**src/rtl/id_ex_stage.sv**
```systemverilog
// ID/EX pipeline register with load-use hazard detection.
// A detected hazard stalls the upstream stages for one cycle, sends a bubble into EX and bumps a saturating counter.
module id_ex_stage #(
    parameter int DATA_W     = 32,
    parameter int REG_ADDR_W = 5,
    parameter int CNT_W      = 16
) (
    input  logic                  clk_i,
    input  logic                  reset_i,
    input  logic                  id_valid_i,
    input  logic                  flush_i,
    input  logic                  id_mem_read_i,
    input  logic                  id_mem_to_reg_i,
    input  logic                  id_mem_write_i,
    input  logic                  id_reg_write_i,
    input  logic                  id_load_i,
    input  logic                  id_store_i,
    input  logic                  id_immd_i,
    input  logic [REG_ADDR_W-1:0] id_rs1_i,
    input  logic [REG_ADDR_W-1:0] id_rs2_i,
    input  logic [REG_ADDR_W-1:0] id_rd_i,
    input  logic [DATA_W-1:0]     id_rs1_data_i,
    input  logic [DATA_W-1:0]     id_rs2_data_i,
    input  logic [DATA_W-1:0]     id_imm_i,
    output logic                  stall_o,
    output logic                  ex_valid_o,
    output logic                  ex_mem_read_o,
    output logic                  ex_mem_to_reg_o,
    output logic                  ex_mem_write_o,
    output logic                  ex_reg_write_o,
    output logic                  ex_load_o,
    output logic                  ex_store_o,
    output logic                  ex_immd_o,
    output logic [REG_ADDR_W-1:0] ex_rs1_o,
    output logic [REG_ADDR_W-1:0] ex_rs2_o,
    output logic [REG_ADDR_W-1:0] ex_rd_o,
    output logic [DATA_W-1:0]     ex_rs1_data_o,
    output logic [DATA_W-1:0]     ex_rs2_data_o,
    output logic [DATA_W-1:0]     ex_imm_o,
    output logic [CNT_W-1:0]      stall_cnt_o
);

    // Valid semantics: ex_valid_o marks a real instruction in EX; when it is 0
    // every control bit and field is 0. stall_o asks upstream to hold ID for this cycle.
    logic hz;
    logic rs1_match;
    logic rs2_match;
    logic take;

    always_comb begin
        rs1_match = (ex_rd_o == id_rs1_i);
        rs2_match = ~id_immd_i & (ex_rd_o == id_rs2_i);
        hz        = id_valid_i & ex_valid_o & ex_mem_read_o & (ex_rd_o != '0)
                    & (rs1_match | rs2_match);
        stall_o   = hz & ~flush_i & ~reset_i;
        take      = id_valid_i & ~flush_i & ~hz;
    end

    // Anything other than a clean capture zeroes EX, so a store's X mem_to_reg never leaks into a bubble.
    always_ff @(posedge clk_i) begin
        if (reset_i || !take) begin
            ex_valid_o      <= 1'b0;
            ex_mem_read_o   <= 1'b0;
            ex_mem_to_reg_o <= 1'b0;
            ex_mem_write_o  <= 1'b0;
            ex_reg_write_o  <= 1'b0;
            ex_load_o       <= 1'b0;
            ex_store_o      <= 1'b0;
            ex_immd_o       <= 1'b0;
            ex_rs1_o        <= '0;
            ex_rs2_o        <= '0;
            ex_rd_o         <= '0;
            ex_rs1_data_o   <= '0;
            ex_rs2_data_o   <= '0;
            ex_imm_o        <= '0;
        end else begin
            ex_valid_o      <= 1'b1;
            ex_mem_read_o   <= id_mem_read_i;
            ex_mem_to_reg_o <= id_mem_to_reg_i;
            ex_mem_write_o  <= id_mem_write_i;
            ex_reg_write_o  <= id_reg_write_i;
            ex_load_o       <= id_load_i;
            ex_store_o      <= id_store_i;
            ex_immd_o       <= id_immd_i;
            ex_rs1_o        <= id_rs1_i;
            ex_rs2_o        <= id_rs2_i;
            ex_rd_o         <= id_rd_i;
            ex_rs1_data_o   <= id_rs1_data_i;
            ex_rs2_data_o   <= id_rs2_data_i;
            ex_imm_o        <= id_imm_i;
        end
    end

    always_ff @(posedge clk_i) begin
        if (reset_i) begin
            stall_cnt_o <= '0;
        end else if (stall_o && (stall_cnt_o != {CNT_W{1'b1}})) begin
            stall_cnt_o <= stall_cnt_o + 1'b1;
        end
    end

endmodule

```
**config.mk**
```make
export PLATFORM = sky130hd
export DESIGN_NAME = id_ex_stage
export DESIGN_NICKNAME = d
export VERILOG_FILES = /design/src/rtl/id_ex_stage.sv
export SDC_FILE = /design/constraint.sdc
export NUM_CORES = 1
export LEC_CHECK = 0
export CORE_MARGIN = 2
export CORE_UTILIZATION = 33
export DETAILED_ROUTE_END_ITERATION = 8
export PLACE_DENSITY = 0.76
export SYNTH_ARGS = -nofsm -noshare
export SYNTH_HDL_FRONTEND = slang
export SYNTH_SLANG_ARGS = --single-unit
export TNS_END_PERCENT = 50
```
**constraint.sdc**
```tcl
create_clock -name clk_i -period 2 [get_ports clk_i]
set_clock_uncertainty 0.15 [all_clocks]
set_input_delay 0.4 -clock clk_i [delete_from_list [all_inputs] [get_ports clk_i]]
set_output_delay 0.4 -clock clk_i [all_outputs]
set_load 0.01 [all_outputs]
```
==> qor.csv, run 1 <==
stage;metric;value;unit
floorplanning;die area;0.01343;mm²
routing;first-pass iteration count of the detailed router;4;
placement;GPL Wtd Cong;0.7619;
sta;Peak Freq;405.5;MHz
placement;dpl hpwl;9.514;mm
power_and_ir_drop;Pleak;3.528;nW
sta;relative max-transition margin;0.7220;
grt;GRT Residual Overflow;0;
power_and_ir_drop;Max VDD drop;0.0006998;V
layout;Layout area overhead;106.2;%
setup_path;CP Data Required Time;1450;ps
layout;# nets final;809;
clock_tree;CTS tree;yes;
synth;syn nets;485;
sta;RSZ-0062 raised after global routing;yes;
clock_tree;cts hold-fix bufs;0;
layout;final cell count without fillers;867;
clock_tree;clock sinks;135;
routing;Routed WL;14.49;mm
synth;yosys warns;0;
floorplanning;core area;0.01211;mm²
synth;mux cell area share after synthesis;0.007573;
placement;Buffers on Ports;257;
floorplanning;Die X;115.9;µm
floorplanning;I/O Pins;258;
grt;largest net degree at the start of global routing;26;
routing;DR iter-0 viols;119;
setup_path;Crit. End Element;output pin;
sta;final hold slack;274.6;ps
setup_path;CP arrival;1920;ps
clock_tree;CTS Buf Count;17;
run_status;status;complete, but fails checks;
sta;final hold viol count;0;
sta;worst setup margin;-466.2;ps
clock_tree;worst-skew pair later-pin latency;410;ps
synth;number of synthesized register bits;135;
synth;Compound-Gate Fraction of Synth Area;0.01151;
floorplanning;starting density of the core;0.3410;
run;max_cap viols;0;
setup_path;Setup Crit Path Kind;input pin to output pin;
synth;Adder-Cell Fraction of Synth Area;0.003029;
floorplanning;Die Y;115.9;µm
synth;Synth Area in XOR/XNOR;0.04453;
routing;DR vias;3776;
setup_path;worst-path fanout max;2;
clock_tree;H-tree Lvls;4;
synth;Synth Area in Simple Gates;0.2566;
clock_tree;CTS Root Cell;clkbuf_16;
sta;actual slew at the worst max-slew pin;413.1;ps
sta;final setup vio count;136;
synth;main combinational cell family by area after synthesis;simple AND/OR/NAND/NOR gates;
sta;max-slew violation count;0;
setup_path;worst-path cell chain;clkdlybuf4s50_1 > xor2_1 > o32a_1 > or2_4 > nor3_2 > buf_2;
setup_path;CP startpoint kind;input pin;
synth;syn avg cell area;11.41;µm²
clock_tree;largest buffer count on any clock path;2;
layout;Fill cells;873;
layout;area of the multi-input gates;0.001538;mm²
run_status;failing checks;negative setup slack;
grt;first-pass GRT wire length;19.75;mm
grt;GR peak layer;met2;
synth;Synth Cell Area;0.004130;mm²
setup_path;CP peak stage delay;440;ps
power_and_ir_drop;PwrDens;794.3;mW/mm²
sta;post-layout min period;2466;ps
grt;initial antenna violation count;0;
routing;routed vias/inst;4.355;
clock_tree;Clock transition at path regs;60;ps
sta;Final Cycle Share;1.233;
routing;DRC viols;0;
grt;met3 GRT Util;0.08002;
grt;M2 GR Usage;0.3676;
placement;Inst Count DP;809;
floorplanning;# rows;40;
synth;Distinct cells, synth;32;
routing;per-cell routed wire length;16.71;µm
layout;FF/Latch Area;0.002711;mm²
synth;Seq/Total Area, Yosys;0.6543;
grt;vias in the first global route;3862;
grt;met1 Use GR;0.1946;
routing;antenna-violating nets left;0;
setup_path;slowest stage cell, crit path;clkdlybuf4s50_1;
synth;Syn Inst Count;362;
layout;diodes inserted;0;
grt;GRT Total Usage;0.1970;
hold_path;Min-Delay Path Class;input pin to register;
layout;share of cells above drive strength 1;0.2346;
-- cells in the final DEF (no fill, tap or decap), types with 2 or more instances in the layout --
master and count:
bufinv_16 4, and4_1 2, nor2_1 16, dlymetal6s2s_1 7, dfxtp_1 128, nand4_1 5, dfxtp_2 7, dlygate4sd2_1 8
mux2i_1 2, clkbuf_16 23, nor3_1 5, nor4_2 2, and2_4 32, nand2b_1 2, nand3_1 4, clkinv_2 2
inv_1 2, clkinvlp_4 3, buf_16 5, buf_12 7, clkdlybuf4s50_1 237, buf_4 40, nor4_1 4, buf_8 3
clkbuf_8 4, clkinv_4 2, buf_6 8, xnor2_2 7, xnor2_1 12, and2_1 86, xor2_1 2, nand2_1 7
-- per-layer routing --
metal	share of wire	wire (µm)
met1	0.36	5212
met2	0.53	7728
met3	0.087	1261
met4	0.020	286
met5	0	0
-- synthesized netlist by cell type (all sizes together) --
cell type / n / area share
nor2b: 1 / 0.0015
clkbuf: 11 / 0.013
nor4b: 1 / 0.0021
o32a: 1 / 0.0024
mux2: 1 / 0.0027
or2: 1 / 0.0021
a31oi: 1 / 0.0015
nand2b: 2 / 0.0030
or4b: 1 / 0.0024
nand2: 8 / 0.0073
and4: 2 / 0.0042
and2: 118 / 0.18
mux2i: 2 / 0.0048
dfxtp: 135 / 0.65
and3: 1 / 0.0015
xor2: 2 / 0.0042
nand3: 5 / 0.0061
a2111o: 1 / 0.0027
ha: 1 / 0.0030
or4: 2 / 0.0036
nor3b: 1 / 0.0030
buf: 6 / 0.0079
o211ai: 1 / 0.0030
nor3: 6 / 0.0073
nand4: 5 / 0.0076
inv: 2 / 0.0018
nor4: 7 / 0.011
xnor2: 19 / 0.040
a211oi: 1 / 0.0018
nor2: 17 / 0.015
-- final cells by class --
cell class,count,area share
multi-input combinational,208,0.1806
clock buffer,21,0.05642
tap,168,0.02468
inverter,2,0.0008816
clock inverter,11,0.01998
timing repair buffer,322,0.3991
sequential,135,0.3184
-- worst max-delay path: cells and delay by family --
family          cells  cell delay [ps]
compound gates      1              400
xor+xnor            1              150
buf+inv             2              600
simple gates        2              380
-- flip-flops by register name, indices dropped and copies added (netlist names), 5 cells and up --
name / cells
ex_rs2_data_o: 32
ex_rd_o: 5
ex_rs1_o: 5
stall_cnt_o: 16
ex_rs1_data_o: 32
ex_rs2_o: 5
ex_imm_o: 32
-- repair_timing --
item                                    4_1_cts  5_1_grt
pin swaps                                     7       27
gates resized for setup                      40       50
buffers inserted                              7        5
endpoints found under the setup margin      143      144
gates cloned                                  7        8
-- worst paths after layout --
path | startpoint | endpoint | slack (ps) | cells after the start
worst max-delay path | id_rs2_i[1] | stall_o | -470 | 6
worst min-delay path | id_rs2_i[4] | ex_rs2_o[4] | 270 | 2
worst max register to register | ex_rd_o[4] | ex_store_o | -420 | 10
worst min register to register | stall_cnt_o[12] | stall_cnt_o[12] | 360 | 2
-- metrics by stage --
| step | setup WS, ps | instance area [µm²] | setup TNS (ps) | util | power (mW) |
|---|---|---|---|---|---|
| floorplan | -53.56 | 4289 | -4554 | - | 2.971 |
| global placement | -1118 | 7209 | -95030 | 0.5952 | 3.349 |
| detailed placement | -1143 | 7209 | -101080 | 0.5952 | 3.360 |
| CTS | -495.7 | 8169 | -54390 | 0.6745 | 6.758 |
| global route | -523.3 | 8516 | -58190 | 0.7031 | 6.981 |
| finish | -466.2 | 8516 | -47130 | 0.7031 | 6.764 |
-- cells by family (layout without fill, tap and decap cells) --
group	after synthesis	after routing
xor gates and xnor gates	21	21
buffers and inverters	19	356
adders and majority gates	1	1
and+or+nand+nor	178	178
muxes	3	3
AOI/OAI and AO/OA	5	5
DFF	135	135
-- where the power goes --
group / switching, mW / internal [mW]
logic: 0.193 / 0.448
registers: 0.0211 / 2.76
clock network: 1.13 / 2.22
No activity file was read; power rests on OpenSTA's default activity.
==> inputs of run 2 (changes only) <==
- clock period: 2 -> 2.1 ns (I/O delays scaled with it)
==> run 2 against run 1 <==
- the run still ends with negative setup slack left
- worst hold slack improved by 1.0 ps
- power fell by 12%
- sequential power fell by 5%
- global-route usage fell by 0.44 points
- register-to-register slack improved by 30 ps
- count of clock-buffer cells in the layout fell by 3
- first-iteration DRC count fell by 3.4%
- non-clock buffer count fell by 18
- sequential share of layout area rose by 1.5 points
- setup slack improved by 67 ps
- wire length fell by 7.6%
- design area fell by 4.5%
- largest cell class unchanged
- largest power group unchanged
==> qor.csv, run 2 (same netlist as run 1, synthesis figures left out) <==
stage;metric;value;unit;change
clock_tree;Clock transition at path regs;60;ps;about the same
power_and_ir_drop;switch share;0.2198;;+0.02129
layout;post-route cell area;0.008134;mm²;-4.5%
sta;final setup vio count;136;;unchanged
floorplanning;core area;0.01211;mm²;unchanged
sta;max-slew violation count;0;;unchanged
floorplanning;die area;0.01343;mm²;unchanged
grt;first-pass GRT wire length;19.11;mm;-3.2%
setup_path;worst-path fanout max;3;;+1
sta;Final Cycle Share;1.190;;
grt;initial antenna violation count;0;;unchanged
hold_path;Min-Delay Path Class;input pin to register;;
setup_path;sum of buffers and inverters on the critical path;2;;unchanged
layout;final cell count without fillers;849;;-2.1%
power_and_ir_drop;internal power;4.653;mW;-14%
setup_path;Setup Crit Path Kind;register to output pin;;
power_and_ir_drop;Switching Power;1.311;mW;-2.4%
power_and_ir_drop;Pleak;3.181;nW;-9.8%
layout;commonest non-fill, non-tap cell in the layout;clkdlybuf4s50_1;;
setup_path;Crit. End Element;output pin;;
layout;diodes inserted;0;;unchanged
floorplanning;Die Y;115.9;µm;unchanged
clock_tree;CTS Buf Count;17;;unchanged
layout;# nets final;791;;-2.2%
routing;antenna-violating nets left;0;;unchanged
placement;dpl hpwl;9.199;mm;-3.3%
grt;vias in the first global route;3685;;-4.6%
routing;per-cell routed wire length;15.77;µm;-5.6%
run_status;status;complete, but fails checks;;
placement;area post-placement;0.007141;mm²;-0.95%
routing;DR iter-0 viols;115;;-3.4%
sta;Final TNS setup;-41400;ps;+5734 ps
power_and_ir_drop;Flop pwr share;0.443;;+0.033
grt;GRT Residual Overflow;0;;unchanged
layout;most frequent cells in the layout;clkdlybuf4s50_1, dfxtp_1, and2_1, and2_4, buf_4;;
run_status;failing checks;negative setup slack;;
placement;GPL Wtd Cong;0.7987;;+4.8%
setup_path;Top Family by Delay on Critical Path;simple AND/OR/NAND/NOR gates;;
setup_path;worst-path cell chain;buf_6 > or4_4 > o211ai_2 > or2_4 > nor3_2 > buf_2;;
sta;final hold viol count;0;;unchanged
routing;first-pass iteration count of the detailed router;4;;unchanged
placement;Buffers on Ports;257;;unchanged
layout;Top Registers;ex_imm_o x32, ex_rs1_data_o x32, ex_rs2_data_o x32;;
placement;Inst Count DP;800;;-1.1%
sta;Peak Freq;400.1;MHz;
clock_tree;largest buffer count on any clock path;2;;unchanged
floorplanning;# rows;40;;unchanged
routing;DR vias;3671;;-2.8%
power_and_ir_drop;Logic pwr share;0.095;;about the same
power_and_ir_drop;PwrDens;733.2;mW/mm²;-7.7%
clock_tree;H-tree Lvls;4;;unchanged
sta;actual slew at the worst max-slew pin;337.0;ps;-76.14 ps
sta;final hold slack;275.6;ps;+1.032 ps
sta;relative max-transition margin;0.7733;;+0.05123
layout;Layout area overhead;96.94;%;
clock_tree;clock sinks;135;;unchanged
floorplanning;Die X;115.9;µm;unchanged
routing;Routed WL;13.39;mm;-7.6%
power_and_ir_drop;Max VDD drop;0.0004884;V;-30%
clock_tree;CTS Root Cell;clkbuf_16;;
sta;RSZ-0062 raised after global routing;yes;;
clock_tree;CTS tree;yes;;
routing;DRC viols;0;;unchanged
setup_path;slowest stage cell, crit path;or4_4;;
layout;share of cells above drive strength 1;0.2012;;-0.03345
power_and_ir_drop;Clk pwr share;0.462;;-0.033
setup_path;CP startpoint kind;register;;
setup_path;CP Data Required Time;1530;ps;+80 ps
setup_path;CP arrival;1930;ps;about the same
grt;largest net degree at the start of global routing;37;;+42%
sta;post-layout min period;2499;ps;
sta;worst setup margin;-399.4;ps;+66.77 ps
setup_path;CP peak stage delay;530;ps;+90 ps
floorplanning;starting density of the core;0.3410;;unchanged
grt;GRT Total Usage;0.1926;;-0.004383
run;max_cap viols;0;;unchanged
floorplanning;I/O Pins;258;;unchanged
routing;routed vias/inst;4.324;;-0.72%
clock_tree;worst-skew pair later-pin latency;410;ps;about the same
layout;Core Util, Final;0.6716;;-0.03151
run 2: cell types whose count changed in the layout (fill, tap and decap cells not counted), sizes merged:
cell           before  now
clkinv              4    5
inv                 2    6
buf                64   48
dlygate4sd2         8    4
clkdlybuf4s50     237  251
clkbuf             27   19
clkinvlp            3    4
dlymetal6s2s        7    0
bufinv              4    1
run 2: through the flow:
| step | setup WS, ps | total power, mW |
|---|---|---|
| 3_3_place_gp | -1055 | 3.190 |
| 2_1_floorplan | 0.2622 | 2.818 |
| 4_1_cts | -437.7 | 6.014 |
| 5_1_grt | -452.7 | 6.182 |
| 6_report | -399.4 | 5.964 |
| 3_5_place_dp | -1079 | 3.198 |
run 2: routing by layer:
layer  global-route usage  part of all wire  vias up
met5                    0                 0        -
met2               0.3485              0.53      185
met4              0.08254             0.019        0
li1                     -                 -     1776
met1               0.1894              0.35     1689
met3              0.08839              0.10       21
run 2: power groups by stage:
stage	registers [mW]	clock network, mW	logic [mW]
4_1_cts	2.64	2.82	0.557
5_1_grt	2.65	2.94	0.600
2_1_floorplan	2.73	0	0.0878
6_report	2.64	2.76	0.565
3_5_place_dp	2.70	0	0.499
3_3_place_gp	2.70	0	0.493
run 2: final timing paths:
path	end	slack, ps	cells after the start	startpoint
max	stall_o	-400	6	ex_rd_o[0]
min	ex_rs2_o[4]	280	2	id_rs2_i[4]
max reg2reg	ex_rs2_o[3]	-390	10	ex_rd_o[0]
min reg2reg	stall_cnt_o[12]	370	2	stall_cnt_o[12]
run 2: layout make-up:
type	instances	area, µm²
clock buffer	18	429.2
clock inverter	14	123.9
fill	947	3978
inverter	2	7.507
multi-input combinational	208	1523
sequential	135	2713
tap	168	210.2
timing repair buffer	304	3128
run 2: what timing repair did:
action | CTS | global route
cloned | 6 | 1
resized for setup | 31 | 48
buffers inserted | 8 | 8
endpoints found under the setup margin | 136 | 136
pin swaps | 13 | 27
hold buffers | 0 | 0
